==> src/rtl/parking_pkg.sv <==
// Shared types and constants for the car-park occupancy controller.
package parking_pkg;

  typedef enum logic [2:0] {
    IDLE     = 3'd0,
    IN_A     = 3'd1,
    IN_AB    = 3'd2,
    IN_B     = 3'd3,
    OUT_B    = 3'd4,
    OUT_BA   = 3'd5,
    OUT_A    = 3'd6,
    WAIT_CLR = 3'd7
  } lane_state_t;

  // ab encoding is {a_blk, b_blk}
  localparam logic [1:0] AB_NONE = 2'b00;
  localparam logic [1:0] AB_A    = 2'b10;
  localparam logic [1:0] AB_B    = 2'b01;
  localparam logic [1:0] AB_BOTH = 2'b11;

  function automatic int cnt_width(input int capacity);
    return $clog2(capacity + 1);
  endfunction

endpackage

==> src/rtl/lane_decoder.sv <==
// One gate lane: synchronise and debounce beams A/B, then decode the
// blocked pattern sequence into registered entry/exit/error pulses.
module lane_decoder
  import parking_pkg::*;
#(
  parameter int DEB_CYCLES = 16,
  parameter bit SENSOR_LOW = 1'b1
) (
  input  logic clk,
  input  logic rst_n,
  input  logic clr,
  input  logic sensor_a,
  input  logic sensor_b,
  output logic entry_pulse,
  output logic exit_pulse,
  output logic lane_err
);

  localparam logic IDLE_LVL = SENSOR_LOW;
  localparam int DW = $clog2(DEB_CYCLES);
  localparam logic [DW-1:0] DEB_LAST = DW'(DEB_CYCLES - 1);

  logic [1:0]    sync1_r;
  logic [1:0]    sync2_r;
  logic [1:0]    blk_s;
  logic [1:0]    deb_r;
  logic [DW-1:0] deb_cnt_r [2];
  lane_state_t   state_r;
  lane_state_t   state_s;
  logic          entry_s;
  logic          exit_s;
  logic          err_s;
  logic          entry_pulse_r;
  logic          exit_pulse_r;
  logic          lane_err_r;

  // two-flop synchroniser, idles at the not-blocked level
  always_ff @(posedge clk or negedge rst_n) begin
    if (!rst_n) begin
      sync1_r <= {2{IDLE_LVL}};
      sync2_r <= {2{IDLE_LVL}};
    end else begin
      sync1_r <= {sensor_a, sensor_b};
      sync2_r <= sync1_r;
    end
  end

  assign blk_s = SENSOR_LOW ? ~sync2_r : sync2_r;

  // per-beam debouncer: follow blk_s only after DEB_CYCLES differing samples in a row
  always_ff @(posedge clk or negedge rst_n) begin
    if (!rst_n) begin
      deb_r <= 2'b00;
      for (int i = 0; i < 2; i++) deb_cnt_r[i] <= '0;
    end else begin
      for (int i = 0; i < 2; i++) begin
        if (blk_s[i] == deb_r[i]) begin
          deb_cnt_r[i] <= '0;
        end else if (deb_cnt_r[i] == DEB_LAST) begin
          deb_r[i]     <= blk_s[i];
          deb_cnt_r[i] <= '0;
        end else begin
          deb_cnt_r[i] <= deb_cnt_r[i] + DW'(1);
        end
      end
    end
  end

  // sequence decoder: forward, back one step, or fall into WAIT_CLR
  always_comb begin
    state_s = state_r;
    entry_s = 1'b0;
    exit_s  = 1'b0;
    err_s   = 1'b0;
    case (state_r)
      IDLE: case (deb_r)
        AB_NONE: state_s = IDLE;
        AB_A:    state_s = IN_A;
        AB_B:    state_s = OUT_B;
        default: begin state_s = WAIT_CLR; err_s = 1'b1; end
      endcase
      IN_A: case (deb_r)
        AB_A:    state_s = IN_A;
        AB_BOTH: state_s = IN_AB;
        AB_NONE: state_s = IDLE;
        default: begin state_s = WAIT_CLR; err_s = 1'b1; end
      endcase
      IN_AB: case (deb_r)
        AB_BOTH: state_s = IN_AB;
        AB_B:    state_s = IN_B;
        AB_A:    state_s = IN_A;
        default: begin state_s = WAIT_CLR; err_s = 1'b1; end
      endcase
      IN_B: case (deb_r)
        AB_B:    state_s = IN_B;
        AB_NONE: begin state_s = IDLE; entry_s = 1'b1; end
        AB_BOTH: state_s = IN_AB;
        default: begin state_s = WAIT_CLR; err_s = 1'b1; end
      endcase
      OUT_B: case (deb_r)
        AB_B:    state_s = OUT_B;
        AB_BOTH: state_s = OUT_BA;
        AB_NONE: state_s = IDLE;
        default: begin state_s = WAIT_CLR; err_s = 1'b1; end
      endcase
      OUT_BA: case (deb_r)
        AB_BOTH: state_s = OUT_BA;
        AB_A:    state_s = OUT_A;
        AB_B:    state_s = OUT_B;
        default: begin state_s = WAIT_CLR; err_s = 1'b1; end
      endcase
      OUT_A: case (deb_r)
        AB_A:    state_s = OUT_A;
        AB_NONE: begin state_s = IDLE; exit_s = 1'b1; end
        AB_BOTH: state_s = OUT_BA;
        default: begin state_s = WAIT_CLR; err_s = 1'b1; end
      endcase
      WAIT_CLR: begin
        if (deb_r == AB_NONE) begin
          state_s = IDLE;
        end else begin
          state_s = WAIT_CLR;
        end
      end
      default: state_s = IDLE;
    endcase
  end

  // state and pulse registers; clr abandons any sequence in flight
  always_ff @(posedge clk or negedge rst_n) begin
    if (!rst_n) begin
      state_r       <= IDLE;
      entry_pulse_r <= 1'b0;
      exit_pulse_r  <= 1'b0;
      lane_err_r    <= 1'b0;
    end else if (clr) begin
      state_r       <= IDLE;
      entry_pulse_r <= 1'b0;
      exit_pulse_r  <= 1'b0;
      lane_err_r    <= 1'b0;
    end else begin
      state_r       <= state_s;
      entry_pulse_r <= entry_s;
      exit_pulse_r  <= exit_s;
      lane_err_r    <= err_s;
    end
  end

  assign entry_pulse = entry_pulse_r;
  assign exit_pulse  = exit_pulse_r;
  assign lane_err    = lane_err_r;

endmodule

==> src/rtl/parking_occupancy_ctrl.sv <==
// Multi-lane car-park occupancy controller: per-lane decoders feeding one
// shared saturating occupancy counter with registered status flags.
module parking_occupancy_ctrl
  import parking_pkg::*;
#(
  parameter int N_LANES    = 2,
  parameter int CAPACITY   = 7,
  parameter int DEB_CYCLES = 16,
  parameter bit SENSOR_LOW = 1'b1,
  localparam int CNT_W     = cnt_width(CAPACITY)
) (
  input  logic               clk,
  input  logic               rst_n,
  input  logic [N_LANES-1:0] sensor_a,
  input  logic [N_LANES-1:0] sensor_b,
  input  logic               clr,
  output logic [CNT_W-1:0]   count,
  output logic [CNT_W-1:0]   free_slots,
  output logic               full,
  output logic               empty,
  output logic [N_LANES-1:0] entry_pulse,
  output logic [N_LANES-1:0] exit_pulse,
  output logic [N_LANES-1:0] lane_err,
  output logic               sat_err
);

  localparam int SUM_W = CNT_W + 2;
  localparam logic signed [SUM_W-1:0] CAP_S = SUM_W'(CAPACITY);
  localparam logic [CNT_W-1:0] CAP_C = CNT_W'(CAPACITY);

  logic signed [SUM_W-1:0] sum_s;
  logic [CNT_W-1:0]        next_s;
  logic                    sat_s;
  logic [CNT_W-1:0]        count_r;
  logic [CNT_W-1:0]        free_r;
  logic                    full_r;
  logic                    empty_r;
  logic                    sat_err_r;

  function automatic logic [SUM_W-1:0] popcount(input logic [N_LANES-1:0] v);
    logic [SUM_W-1:0] n;
    n = '0;
    for (int i = 0; i < N_LANES; i++) n = n + SUM_W'(v[i]);
    return n;
  endfunction

  for (genvar g = 0; g < N_LANES; g++) begin : g_lane
    lane_decoder #(
      .DEB_CYCLES (DEB_CYCLES),
      .SENSOR_LOW (SENSOR_LOW)
    ) u_lane (
      .clk         (clk),
      .rst_n       (rst_n),
      .clr         (clr),
      .sensor_a    (sensor_a[g]),
      .sensor_b    (sensor_b[g]),
      .entry_pulse (entry_pulse[g]),
      .exit_pulse  (exit_pulse[g]),
      .lane_err    (lane_err[g])
    );
  end

  // all lanes' pulses merge into one signed update, clamped to [0, CAPACITY]
  always_comb begin
    sum_s = $signed({2'b00, count_r}) + $signed(popcount(entry_pulse))
          - $signed(popcount(exit_pulse));
    if (sum_s[SUM_W-1]) begin
      next_s = '0;
      sat_s  = 1'b1;
    end else if (sum_s > CAP_S) begin
      next_s = CAP_C;
      sat_s  = 1'b1;
    end else begin
      next_s = sum_s[CNT_W-1:0];
      sat_s  = 1'b0;
    end
  end

  // occupancy and status flags update together; clr beats same-cycle events
  always_ff @(posedge clk or negedge rst_n) begin
    if (!rst_n) begin
      count_r   <= '0;
      free_r    <= CAP_C;
      full_r    <= 1'b0;
      empty_r   <= 1'b1;
      sat_err_r <= 1'b0;
    end else if (clr) begin
      count_r   <= '0;
      free_r    <= CAP_C;
      full_r    <= 1'b0;
      empty_r   <= 1'b1;
      sat_err_r <= 1'b0;
    end else begin
      count_r   <= next_s;
      free_r    <= CAP_C - next_s;
      full_r    <= (next_s == CAP_C);
      empty_r   <= (next_s == '0);
      sat_err_r <= sat_s;
    end
  end

  assign count      = count_r;
  assign free_slots = free_r;
  assign full       = full_r;
  assign empty      = empty_r;
  assign sat_err    = sat_err_r;

endmodule

==> config.mk <==
export PLATFORM = sky130hd
export DESIGN_NAME = parking_occupancy_ctrl
export DESIGN_NICKNAME = d
export VERILOG_FILES = /design/src/rtl/parking_pkg.sv /design/src/rtl/lane_decoder.sv /design/src/rtl/parking_occupancy_ctrl.sv
export SDC_FILE = /design/constraint.sdc
export NUM_CORES = 1
export LEC_CHECK = 0
export ABC_AREA = 1
export ABC_CLOCK_PERIOD_IN_PS = 3100
export BUFFER_PORTS_ARGS = -buffer_cell sky130_fd_sc_hd__buf_2
export CAP_MARGIN = 20
export CORE_UTILIZATION = 40
export DETAILED_ROUTE_END_ITERATION = 10
export PLACE_DENSITY_LB_ADDON = 0.3
export SLEW_MARGIN = 25
export SYNTH_ARGS = -nofsm -noshare
export SYNTH_HDL_FRONTEND = slang
export SYNTH_SLANG_ARGS = --single-unit
==> constraint.sdc <==
create_clock -name clk -period 3.1 [get_ports clk]
set_clock_uncertainty 0.05 [all_clocks]
set_input_delay 0.31 -clock clk [delete_from_list [all_inputs] [get_ports clk]]
set_output_delay 0.31 -clock clk [all_outputs]
set_load 0.03 [all_outputs]
==> flow_summary.yaml <==
clock_network:
  cts_setup_buffers: 0
  cts_tree: "built"
  clock_sinks: 49
  cts.path.max_buffers: 2
  insertion_delay_ns: 0.29
  clk_pin_slew_worst_paths_ns: 0.08
  cts_root_buf: "clkbuf_8"
  htree_num_levels: 2
  cts_made_buffers: 5
yosys:
  async_flop_share: 1.000
  synth_cell_types: 27
  synth_nets: 363
  synthTopCellsByArea: "dfrtp_1, dfstp_2, ha_1, nand2_1, inv_1"
  synth_area_leader_cell: "dfrtp_1"
  syn_area_mm2: 0.002760
  syn_area_per_cell_um2: 8.364
  synth_seq_area_share: 0.4497
  synth_edf_count: 0
  synthFlopType: "dfrtp_1"
  ys_ff_latch: 49
  synth_top_area_share: 0.3354
  yosys_warnings: 0
  synth_cells: 330
placement:
  hpwl_mm: 3.532
  place.gp.congestion: 0.8705
  dpl.cell_count: 419
  port-buffer-count: 21
global_routing:
  grt_overflow: 0
  first_global_vias: 1892
  grt_max_degree: 31
  grt_pass1_wl_mm: 8.017
  grt_use_total: 0.1374
  antenna_found_initial: 0
power_and_ir_drop:
  combinationalPowerShare: 0.050
  p_int_mw: 0.8375
  power_frac_seq: 0.629
  leakagePower_nw: 1.635
  powerDensity_mw_per_mm2: 359.2
  ir_drop_uv: 212.1
  p_switching_mw: 0.2349
  clock_power_share: 0.321
  swShare: 0.2190
sta:
  min_period_over_period: 0.8319
  tns_ns: 0
  slew_violations: 0
  fmax_ghz: 0.3878
  fin_crit_ns: 2.579
  rsz0062_at_grt: "false"
  max_slew_margin: 0.5762
  tightest_slew_ns: 0.6357
  timing.hold.ws_ns: 0.05907
  hold_viol_final: 0
  setup_violations: 0
finish:
  area_delta_synth_final_pct: 8.159
  diodes: 0
  instances_no_fill: 428
  drive_gt1_frac: 0.1538
  layout_common_cells: "nand2_1, inv_1, nor2_1"
  final_nets: 383
  fillers: 625
  final_common_cell: "nand2_1"
critical_path:
  startpoint_type: "register"
  ff2ff_setup_slack_ns: 0.52
  crit_type: "register to register"
  critical_path.max_fanout: 4
  crit_arrival_ns: 2.76
  required_ns: 3.28
  cp-end-kind: "register"
worst_hold_path:
  hold_class: "input port to register"
die:
  die_area_mm2: 0.007237
  die-width_um: 85.07
  die_h_um: 85.07
  core-area_mm2: 0.006495
  initial_core_util: 0.4250
  placementRows: 29
  ios: 22
detailed_routing:
  drtIter0Drc: 99
  vias: 2006
  wl_per_cell_um: 10.39
  detail-route-antenna-nets: 0
  firstDrtPassIters: 4
  drc: 0
  routed_via_density: 4.687
  totalWireLength_mm: 4.449
flow_run:
  maxCapViolCount: 0
run_status:
  status: "completed"
metal layers:
layer	GRT usage	part of all wire	up-vias
met4	0.03698	0.0043	0
met2	0.2449	0.49	53
met3	0.03307	0.053	2
met5	0	0	-
met1	0.1657	0.45	913
li1	-	-	1038
kinds of logic after synthesis:
logic type | Yosys count | synth area share
xor gates and xnor gates | 11 | 0.03491
DFF | 49 | 0.4497
muxes | 1 | 0.003627
adders and majority gates | 26 | 0.1287
buffers and inverters | 73 | 0.1147
and+or+nand+nor | 155 | 0.2384
AOI/OAI and AO/OA | 15 | 0.02992
state kept, by name, summed over array words and instances (netlist names):
register                   flops
g_lane.u_lane.sync1_r          4
g_lane.u_lane.lane_err         2
g_lane.u_lane.exit_pulse       2
g_lane.u_lane.deb_cnt_r       16
empty                          1
free_slots                     3
g_lane.u_lane.entry_pulse      2
full                           1
g_lane.u_lane.state_r          6
sat_err                        1
g_lane.u_lane.deb_r            4
g_lane.u_lane.sync2_r          4
count                          3
final cells by class:
class	instances	area [um^2]	area share
well taps	77	96.34	0.03227
clock inverters	2	10.01	0.003353
flip-flops and latches	49	1241	0.4158
multi-input cells	208	1202	0.4028
inverters	62	232.7	0.07795
clock buffers	6	72.57	0.02431
repair buffers	24	130.1	0.04359
what timing repair did:
action | in CTS | in global routing
hold endpoints to repair | 2 | 0
hold buffers | 1 | 0
gates resized for setup | 0 | 0
setup endpoints to repair | 0 | 0
worst max-delay path: stages, from the launching register on:
cell and delay (ns):
dfrtp_1 0.41, fa_1 0.42, inv_1 0.08, nor2_1 0.06, inv_1 0.13, nand2_1 0.08, ha_1 0.25, fa_1 0.40
xor2_1 0.22, nand2_1 0.07, nand2_1 0.06, inv_1 0.03, nand2_1 0.10, nand2_1 0.07, nor2_1 0.09
synthesized netlist by cell type, types with 2 or more instances:
cell type,n
nand3_1,23
buf_4,9
nand2_1,66
dfrtp_1,37
nor2_2,2
inv_1,51
o21ai_0,8
clkinv_1,2
fa_1,4
nor3_1,8
a21oi_1,2
o31ai_1,2
nor4_1,2
xnor2_1,2
xor2_1,9
nor2_1,46
o21ai_1,2
nand4_1,5
nand3b_1,2
dfstp_2,12
ha_1,22
inv_2,9
through the flow:
| step | utilization | setup slack, ns | instance area [um^2] | power, mW |
|---|---|---|---|---|
| floorplan | - | 0.7006 | 2760 | 0.7144 |
| global placement | 0.4454 | 0.6023 | 2893 | 0.7395 |
| detailed placement | 0.4454 | 0.5152 | 2893 | 0.7406 |
| CTS | 0.4596 | 0.5050 | 2985 | 1.093 |
| global route | 0.4596 | 0.3136 | 2985 | 1.132 |
| finish | 0.4596 | 0.5211 | 2985 | 1.072 |
path summary, 6_finish.rpt:
path                                                       start                                       to  cells after the start
max in group asynchronous                                  rst_n                  free_slots[1]$_DFF_PN1_                      3
setup reg to reg           g_lane[0].u_lane.exit_pulse$_DFF_PN0_                          empty$_DFF_PN1_                     14
hold reg to reg            g_lane[1].u_lane.sync1_r[0]$_DFF_PN1_    g_lane[1].u_lane.sync2_r[0]$_DFF_PN1_                      0
setup / recovery           g_lane[0].u_lane.exit_pulse$_DFF_PN0_                          empty$_DFF_PN1_                     14
hold / removal                                       sensor_a[1]    g_lane[1].u_lane.sync1_r[1]$_DFF_PN1_                      1
min in group asynchronous                                  rst_n  g_lane[1].u_lane.deb_cnt_r[0]$_DFF_PN0_                      2
power groups by stage:
stage,combinational (mW),clock (mW),sequential (mW)
3_5_place_dp,0.0545,0,0.686
6_report,0.0536,0.345,0.674
4_1_cts,0.0556,0.363,0.674
5_1_grt,0.0648,0.390,0.676
2_1_floorplan,0.0313,0,0.683
3_3_place_gp,0.0540,0,0.685
Power figures use the tool's default switching activity.
